File: src/rtl/rgb_button_if.sv
// Button inputs and LED-facing outputs of the RGB button controller.
// The controller takes the slave side; the button source/LED sink is the master.
interface rgb_button_if;
    logic       btn_sel;
    logic       btn_up;
    logic       btn_down;
    logic       btn_en;
    logic [1:0] sel_ch;
    logic       enabled;
    logic [7:0] r_level;
    logic [7:0] g_level;
    logic [7:0] b_level;
    logic       r_pwm;
    logic       g_pwm;
    logic       b_pwm;

    modport master (
        output btn_sel, btn_up, btn_down, btn_en,
        input  sel_ch, enabled, r_level, g_level, b_level, r_pwm, g_pwm, b_pwm
    );

    modport slave (
        input  btn_sel, btn_up, btn_down, btn_en,
        output sel_ch, enabled, r_level, g_level, b_level, r_pwm, g_pwm, b_pwm
    );
endinterface

File: src/rtl/rgb_button_ctrl.sv
// Push-button RGB LED controller: channel select, saturating level adjust with
// hold-to-repeat, output enable, and one 8-bit PWM per channel.
module rgb_button_ctrl #(
    parameter int LEVEL_STEP   = 16,
    parameter int RESET_LEVEL  = 128,
    parameter int REPEAT_DELAY = 50_000_000,
    parameter int REPEAT_RATE  = 10_000_000
) (
    input  logic          clk,
    input  logic          nrst,
    rgb_button_if.slave   bus
);
    typedef enum logic [1:0] {SEL_R, SEL_G, SEL_B, SEL_ALL} sel_e;
    typedef enum logic [1:0] {RP_IDLE, RP_DELAY, RP_REPEAT} rep_e;

    localparam logic [25:0] DLY_LAST  = 26'(REPEAT_DELAY - 1);
    localparam logic [25:0] RATE_LAST = 26'(REPEAT_RATE - 1);
    localparam logic [8:0]  STEP      = 9'(LEVEL_STEP);
    localparam logic [7:0]  RST_LVL   = 8'(RESET_LEVEL);

    sel_e             sel_q, sel_d;
    rep_e             rep_q, rep_d;
    logic             enabled_q, enabled_d;
    logic [2:0][7:0]  level_q, level_d;
    logic [25:0]      hold_cnt_q, hold_cnt_d;
    logic [7:0]       pwm_cnt_q, pwm_cnt_d;
    logic [2:0]       pwm_q, pwm_d;
    logic [3:0]       prev_q, prev_d;

    logic [3:0]       btn, press;
    logic             hold, rep_tick, up_ev, dn_ev;
    logic [8:0]       sum, diff;

    // Button vector order: {en, down, up, sel}
    assign btn    = {bus.btn_en, bus.btn_down, bus.btn_up, bus.btn_sel};
    assign press  = btn & ~prev_q;
    assign prev_d = btn;
    assign hold   = enabled_q & (bus.btn_up ^ bus.btn_down);

    // Auto-repeat: a fresh press restarts the delay; losing the hold aborts silently.
    always_comb begin
        rep_d      = rep_q;
        hold_cnt_d = hold_cnt_q;
        rep_tick   = 1'b0;
        if (!hold) begin
            rep_d      = RP_IDLE;
            hold_cnt_d = '0;
        end else if (press[1] | press[2]) begin
            rep_d      = RP_DELAY;
            hold_cnt_d = '0;
        end else begin
            case (rep_q)
                RP_DELAY: begin
                    if (hold_cnt_q == DLY_LAST) begin
                        rep_tick   = 1'b1;
                        hold_cnt_d = '0;
                        rep_d      = RP_REPEAT;
                    end else begin
                        hold_cnt_d = hold_cnt_q + 26'd1;
                    end
                end
                RP_REPEAT: begin
                    if (hold_cnt_q == RATE_LAST) begin
                        rep_tick   = 1'b1;
                        hold_cnt_d = '0;
                    end else begin
                        hold_cnt_d = hold_cnt_q + 26'd1;
                    end
                end
                default: ;
            endcase
        end
    end

    assign up_ev = enabled_q & (press[1] | (rep_tick & bus.btn_up));
    assign dn_ev = enabled_q & (press[2] | (rep_tick & bus.btn_down));

    // Steps target the pre-advance selection; each channel clamps on its own.
    always_comb begin
        sel_d     = sel_q;
        enabled_d = enabled_q ^ press[3];
        level_d   = level_q;
        sum       = '0;
        diff      = '0;
        if (enabled_q & press[0])
            sel_d = sel_e'(sel_q + 2'd1);
        for (int c = 0; c < 3; c++) begin
            sum  = {1'b0, level_q[c]} + STEP;
            diff = {1'b0, level_q[c]} - STEP;
            if ((sel_q == SEL_ALL || sel_q == sel_e'(c)) && (up_ev ^ dn_ev))
                level_d[c] = up_ev ? (sum[8]  ? 8'hFF : sum[7:0])
                                   : (diff[8] ? 8'h00 : diff[7:0]);
        end
    end

    always_comb begin
        pwm_cnt_d = pwm_cnt_q + 8'd1;
        pwm_d     = '0;
        for (int c = 0; c < 3; c++)
            pwm_d[c] = enabled_q & (pwm_cnt_q < level_q[c]);
    end

    always_ff @(posedge clk or negedge nrst) begin
        if (!nrst) begin
            sel_q      <= SEL_R;
            rep_q      <= RP_IDLE;
            enabled_q  <= 1'b1;
            level_q    <= {3{RST_LVL}};
            hold_cnt_q <= '0;
            pwm_cnt_q  <= '0;
            pwm_q      <= '0;
            prev_q     <= '0;
        end else begin
            sel_q      <= sel_d;
            rep_q      <= rep_d;
            enabled_q  <= enabled_d;
            level_q    <= level_d;
            hold_cnt_q <= hold_cnt_d;
            pwm_cnt_q  <= pwm_cnt_d;
            pwm_q      <= pwm_d;
            prev_q     <= prev_d;
        end
    end

    assign bus.sel_ch  = sel_q;
    assign bus.enabled = enabled_q;
    assign bus.r_level = level_q[0];
    assign bus.g_level = level_q[1];
    assign bus.b_level = level_q[2];
    assign bus.r_pwm   = pwm_q[0];
    assign bus.g_pwm   = pwm_q[1];
    assign bus.b_pwm   = pwm_q[2];
endmodule

File: src/flat_wrapper.sv
// flat-port wrapper written by rule: the top's interface ports become plain ports
module rgb_button_ctrl_flat 
#(
    parameter int LEVEL_STEP   = 16,
    parameter int RESET_LEVEL  = 128,
    parameter int REPEAT_DELAY = 50_000_000,
    parameter int REPEAT_RATE  = 10_000_000
)
  (clk, nrst, bus_btn_sel, bus_btn_up, bus_btn_down, bus_btn_en, bus_sel_ch, bus_enabled, bus_r_level, bus_g_level, bus_b_level, bus_r_pwm, bus_g_pwm, bus_b_pwm);
  rgb_button_if bus_i ();
  input  logic clk;
  input  logic nrst;
  input wire logic [$bits(bus_i.btn_sel)-1:0] bus_btn_sel;
  input wire logic [$bits(bus_i.btn_up)-1:0] bus_btn_up;
  input wire logic [$bits(bus_i.btn_down)-1:0] bus_btn_down;
  input wire logic [$bits(bus_i.btn_en)-1:0] bus_btn_en;
  output wire logic [$bits(bus_i.sel_ch)-1:0] bus_sel_ch;
  output wire logic [$bits(bus_i.enabled)-1:0] bus_enabled;
  output wire logic [$bits(bus_i.r_level)-1:0] bus_r_level;
  output wire logic [$bits(bus_i.g_level)-1:0] bus_g_level;
  output wire logic [$bits(bus_i.b_level)-1:0] bus_b_level;
  output wire logic [$bits(bus_i.r_pwm)-1:0] bus_r_pwm;
  output wire logic [$bits(bus_i.g_pwm)-1:0] bus_g_pwm;
  output wire logic [$bits(bus_i.b_pwm)-1:0] bus_b_pwm;
  assign bus_i.btn_sel = bus_btn_sel;
  assign bus_i.btn_up = bus_btn_up;
  assign bus_i.btn_down = bus_btn_down;
  assign bus_i.btn_en = bus_btn_en;
  assign bus_sel_ch = bus_i.sel_ch;
  assign bus_enabled = bus_i.enabled;
  assign bus_r_level = bus_i.r_level;
  assign bus_g_level = bus_i.g_level;
  assign bus_b_level = bus_i.b_level;
  assign bus_r_pwm = bus_i.r_pwm;
  assign bus_g_pwm = bus_i.g_pwm;
  assign bus_b_pwm = bus_i.b_pwm;
  rgb_button_ctrl #(.LEVEL_STEP(LEVEL_STEP), .RESET_LEVEL(RESET_LEVEL), .REPEAT_DELAY(REPEAT_DELAY), .REPEAT_RATE(REPEAT_RATE)) u_core (.clk(clk), .nrst(nrst), .bus(bus_i));
endmodule
File: config.mk
export PLATFORM = sky130hd
export DESIGN_NAME = rgb_button_ctrl_flat
export DESIGN_NICKNAME = d
export VERILOG_FILES = /design/src/rtl/rgb_button_if.sv /design/src/rtl/rgb_button_ctrl.sv /design/src/flat_wrapper.sv
export SDC_FILE = /design/constraint.sdc
export NUM_CORES = 1
export LEC_CHECK = 0
export BUFFER_PORTS_ARGS = -buffer_cell sky130_fd_sc_hd__buf_2
export CORE_MARGIN = 2
export CORE_UTILIZATION = 49
export DETAILED_ROUTE_END_ITERATION = 8
export GPL_ROUTABILITY_DRIVEN = 0
export PLACE_DENSITY = 0.65
export SKIP_LAST_GASP = 1
export SYNTH_ARGS = -nofsm -noshare
export SYNTH_HDL_FRONTEND = slang
export SYNTH_SLANG_ARGS = --single-unit
File: constraint.sdc
create_clock -name clk -period 6.6 [get_ports clk]
set_clock_uncertainty 0.15 [all_clocks]
set_input_delay 1.32 -clock clk [delete_from_list [all_inputs] [get_ports clk]]
set_output_delay 1.32 -clock clk [all_outputs]
set_load 0.05 [all_outputs]
==> flow_metrics.tcl <==
set metrics [dict create \
    status "finished, final reports clean" \
    synth-warning-count 0 \
    drc 0 \
    numPortBuffers 35 \
    period_needed_ps 3450 \
    setup_violations 0 \
    report.final.hold_viol_count 0 \
    coreArea_sq_um 7810 \
    die_y_microns 94.2 \
    first_global_vias 3098 \
    synth-seq-cells 61 \
    synth-edff-count 0 \
    p_leak_nw 1.98 \
    synth_area_sq_um 3990 \
    maxSlewHeadroom 0.288 \
    p_seq_frac 0.345 \
    drive_above_1_share 0.132 \
    htree_levels 3 \
    avgSynthCellArea_sq_um 9.14 \
    final_cell_mix "57 x dfrtp_1, 36 x nand2_1, 35 x buf_2" \
    detailroute.via_count 3371 \
    synth_fp_nets 476 \
    crit_type "input pin to flip-flop" \
    pwr_density_cell_nw_per_um2 344 \
    rsz0062_at_grt "no" \
    track_usage 0.216 \
    finalSetupTns_ps 0 \
    wl_per_cell_microns 15.3 \
    final_cells 572 \
    clockBufferDepth 2 \
    fin_nets 505 \
    syn_inst 436 \
    path_clk_slew_ps 70 \
    start_util 0.510 \
    syn2layout_area_growth_pct 9.33 \
    viasPerCell 5.89 \
    root_buffer "clkbuf_8" \
    drt-initial-drc-count 203 \
    dp_hpwl_microns 6280 \
    antenna_cells 0 \
    grt_antenna_before_repair 0 \
    synth_cell_types 54 \
    ys_seq_area_frac 0.384 \
    ios 36 \
    switching_power_w 0.000720 \
    vdd_drop_max_mv 0.241 \
    async_reset_ff_frac 1.00 \
    firstDrtPassIters 5 \
    crit_path_max_fanout 11 \
    num_rows 32 \
    fmax_mhz 290 \
    grt_max_degree 62 \
    finalCritPeriodShare 0.522 \
    critPathLaunchType "input pin" \
    final_common_cell "dfrtp_1" \
    die_w_microns 94.2 \
    min_path_type "flip-flop to flip-flop" \
    hold_depth 2 \
    power.share.combinational 0.462 \
    ys.flop_type "dfrtp_1" \
    ant_nets 0 \
    grt_pass1_wl_microns 15100 \
    numCtsBuffers 9 \
    cts_tree "built" \
    globalRouteOverflowTotal 0 \
    clockPowerShare 0.193 \
    drt_wl_total_microns 8760 \
    swShare 0.480 \
    report.final.slew_viol_count 0 \
    reg2regPathDepth 7 \
    cap_violations 0 \
    hold_buffers 0 \
    cts_setup_buffers 0 \
    required_ps 6630 \
    p_int_w 0.000779 \
    critPathCaptureType "flip-flop" \
    whs_ps 361 \
    worst_slew_pin_slew_ps 1070 \
    clkLatencyLatePin_ps 330 \
    dp.cells 556 \
    crit_arrival_ps 3470 \
    dieArea_sq_um 8870 \
    cts_sinks 61 \
    post_cts_resize_count 0 \
]
[layer usage]
layer  up-vias  wire [microns]  track usage
met5         -               0            0
met4         0             110       0.0652
met3        13             395       0.0313
met2        98            3810        0.316
met1      1607            4450        0.328
li1       1653               -            -
[logic make-up after synthesis]
logic type      Yosys count  share of synthesized area
buf+inv                  46                     0.0556
xor+xnor                 21                     0.0462
mux                       1                    0.00251
compound gates          112                      0.191
flops                    61                      0.384
simple gates            161                      0.214
fa+ha+maj                34                      0.107
[flip-flops by register name (all words and copies together), names as in the netlist]
register and flops:
u_core.hold_cnt_q 26, u_core.pwm_cnt_q 8, u_core.bus.b_level 5, u_core.bus.g_level 5
u_core.bus.r_level 5, u_core.prev_q 4, u_core.pwm_q 3, u_core.bus.sel_ch 2
u_core.rep_q 2, u_core.bus.enabled 1
[layout make-up]
type | instances | area [sq um]
Clock inverter | 7 | 42.5
Sequential cell | 61 | 1530
Multi-Input combinational cell | 329 | 2230
Clock buffer | 9 | 124
Fill cell | 730 | 3450
Timing Repair Buffer | 39 | 205
Tap cell | 102 | 128
Inverter | 25 | 93.8
[final timing paths]
kind                                                         from                                 to  slack (ps)
worst max-delay path                                   bus_btn_up  u_core.hold_cnt_q[23]$_DFFE_PN0P_        3150
worst min-delay path                   u_core.prev_q[3]$_DFF_PN0_       u_core.bus.enabled$_DFF_PN1_         360
worst max register to register  u_core.hold_cnt_q[21]$_DFFE_PN0P_   u_core.hold_cnt_q[7]$_DFFE_PN0P_        3240
worst min register to register         u_core.prev_q[3]$_DFF_PN0_       u_core.bus.enabled$_DFF_PN1_         360
max in group asynchronous                                    nrst      u_core.pwm_cnt_q[4]$_DFF_PN0_        4790
min in group asynchronous                                    nrst   u_core.hold_cnt_q[6]$_DFFE_PN0P_        1000
[Yosys cell counts (all sizes together), types with 2 or more instances]
master	n	area [sq um]
or4b	2	20.0
nor4	7	43.8
and4	7	61.3
a21o	18	135
nand3b	3	22.5
a21oi	23	115
nand2	36	135
a211o	5	43.8
nor2b	6	37.5
o21a	2	15.0
inv	24	90.1
nand4b	2	17.5
and3b	2	17.5
o31ai	9	67.6
and2	2	12.5
nand2b	6	37.5
o41ai	3	26.3
a21boi	2	15.0
nor3	12	60.1
a31oi	7	43.8
dfrtp	57	1430
o21ai	22	110
clkbuf	9	33.8
or4	2	15.0
or3	2	12.5
nand4	10	62.6
ha	34	425
a211oi	4	42.5
xnor2	11	96.3
nand3	22	110
buf	12	93.8
nor2	31	116
xor2	10	87.6
dfstp	4	105
o211ai	8	60.1
and3	6	37.5
nor4bb	2	20.0
[power by group through the flow]
stage               Clock, W  Combinational (W)  Sequential, W
CTS                 0.000297           0.000695       0.000517
floorplan                  0           0.000386       0.000681
global placement           0           0.000680       0.000520
finish              0.000289           0.000692       0.000518
detailed placement         0           0.000693       0.000523
global route        0.000319           0.000764       0.000531
[per-stage QoR]
step / area, sq um / setup slack [ps] / util / power (W)
6_report: 4360 / 3150 / 0.558 / 0.00150
5_1_grt: 4360 / 2900 / 0.558 / 0.00161
4_1_cts: 4360 / 3180 / 0.558 / 0.00151
3_5_place_dp: 4190 / 2840 / 0.537 / 0.00122
3_3_place_gp: 4190 / 2940 / 0.537 / 0.00120
2_1_floorplan: 3990 / 3090 / - / 0.00107
[worst max-delay path: stages]
cell and delay [ps]:
buf_2 180, nand3b_1 170, a2111oi_1 100, buf_4 180, or4_1 610, nor4_1 490
nand3_1 180, xor2_1 180, nor2_1 60
Note: power is estimated with default switching activity, not from simulation.
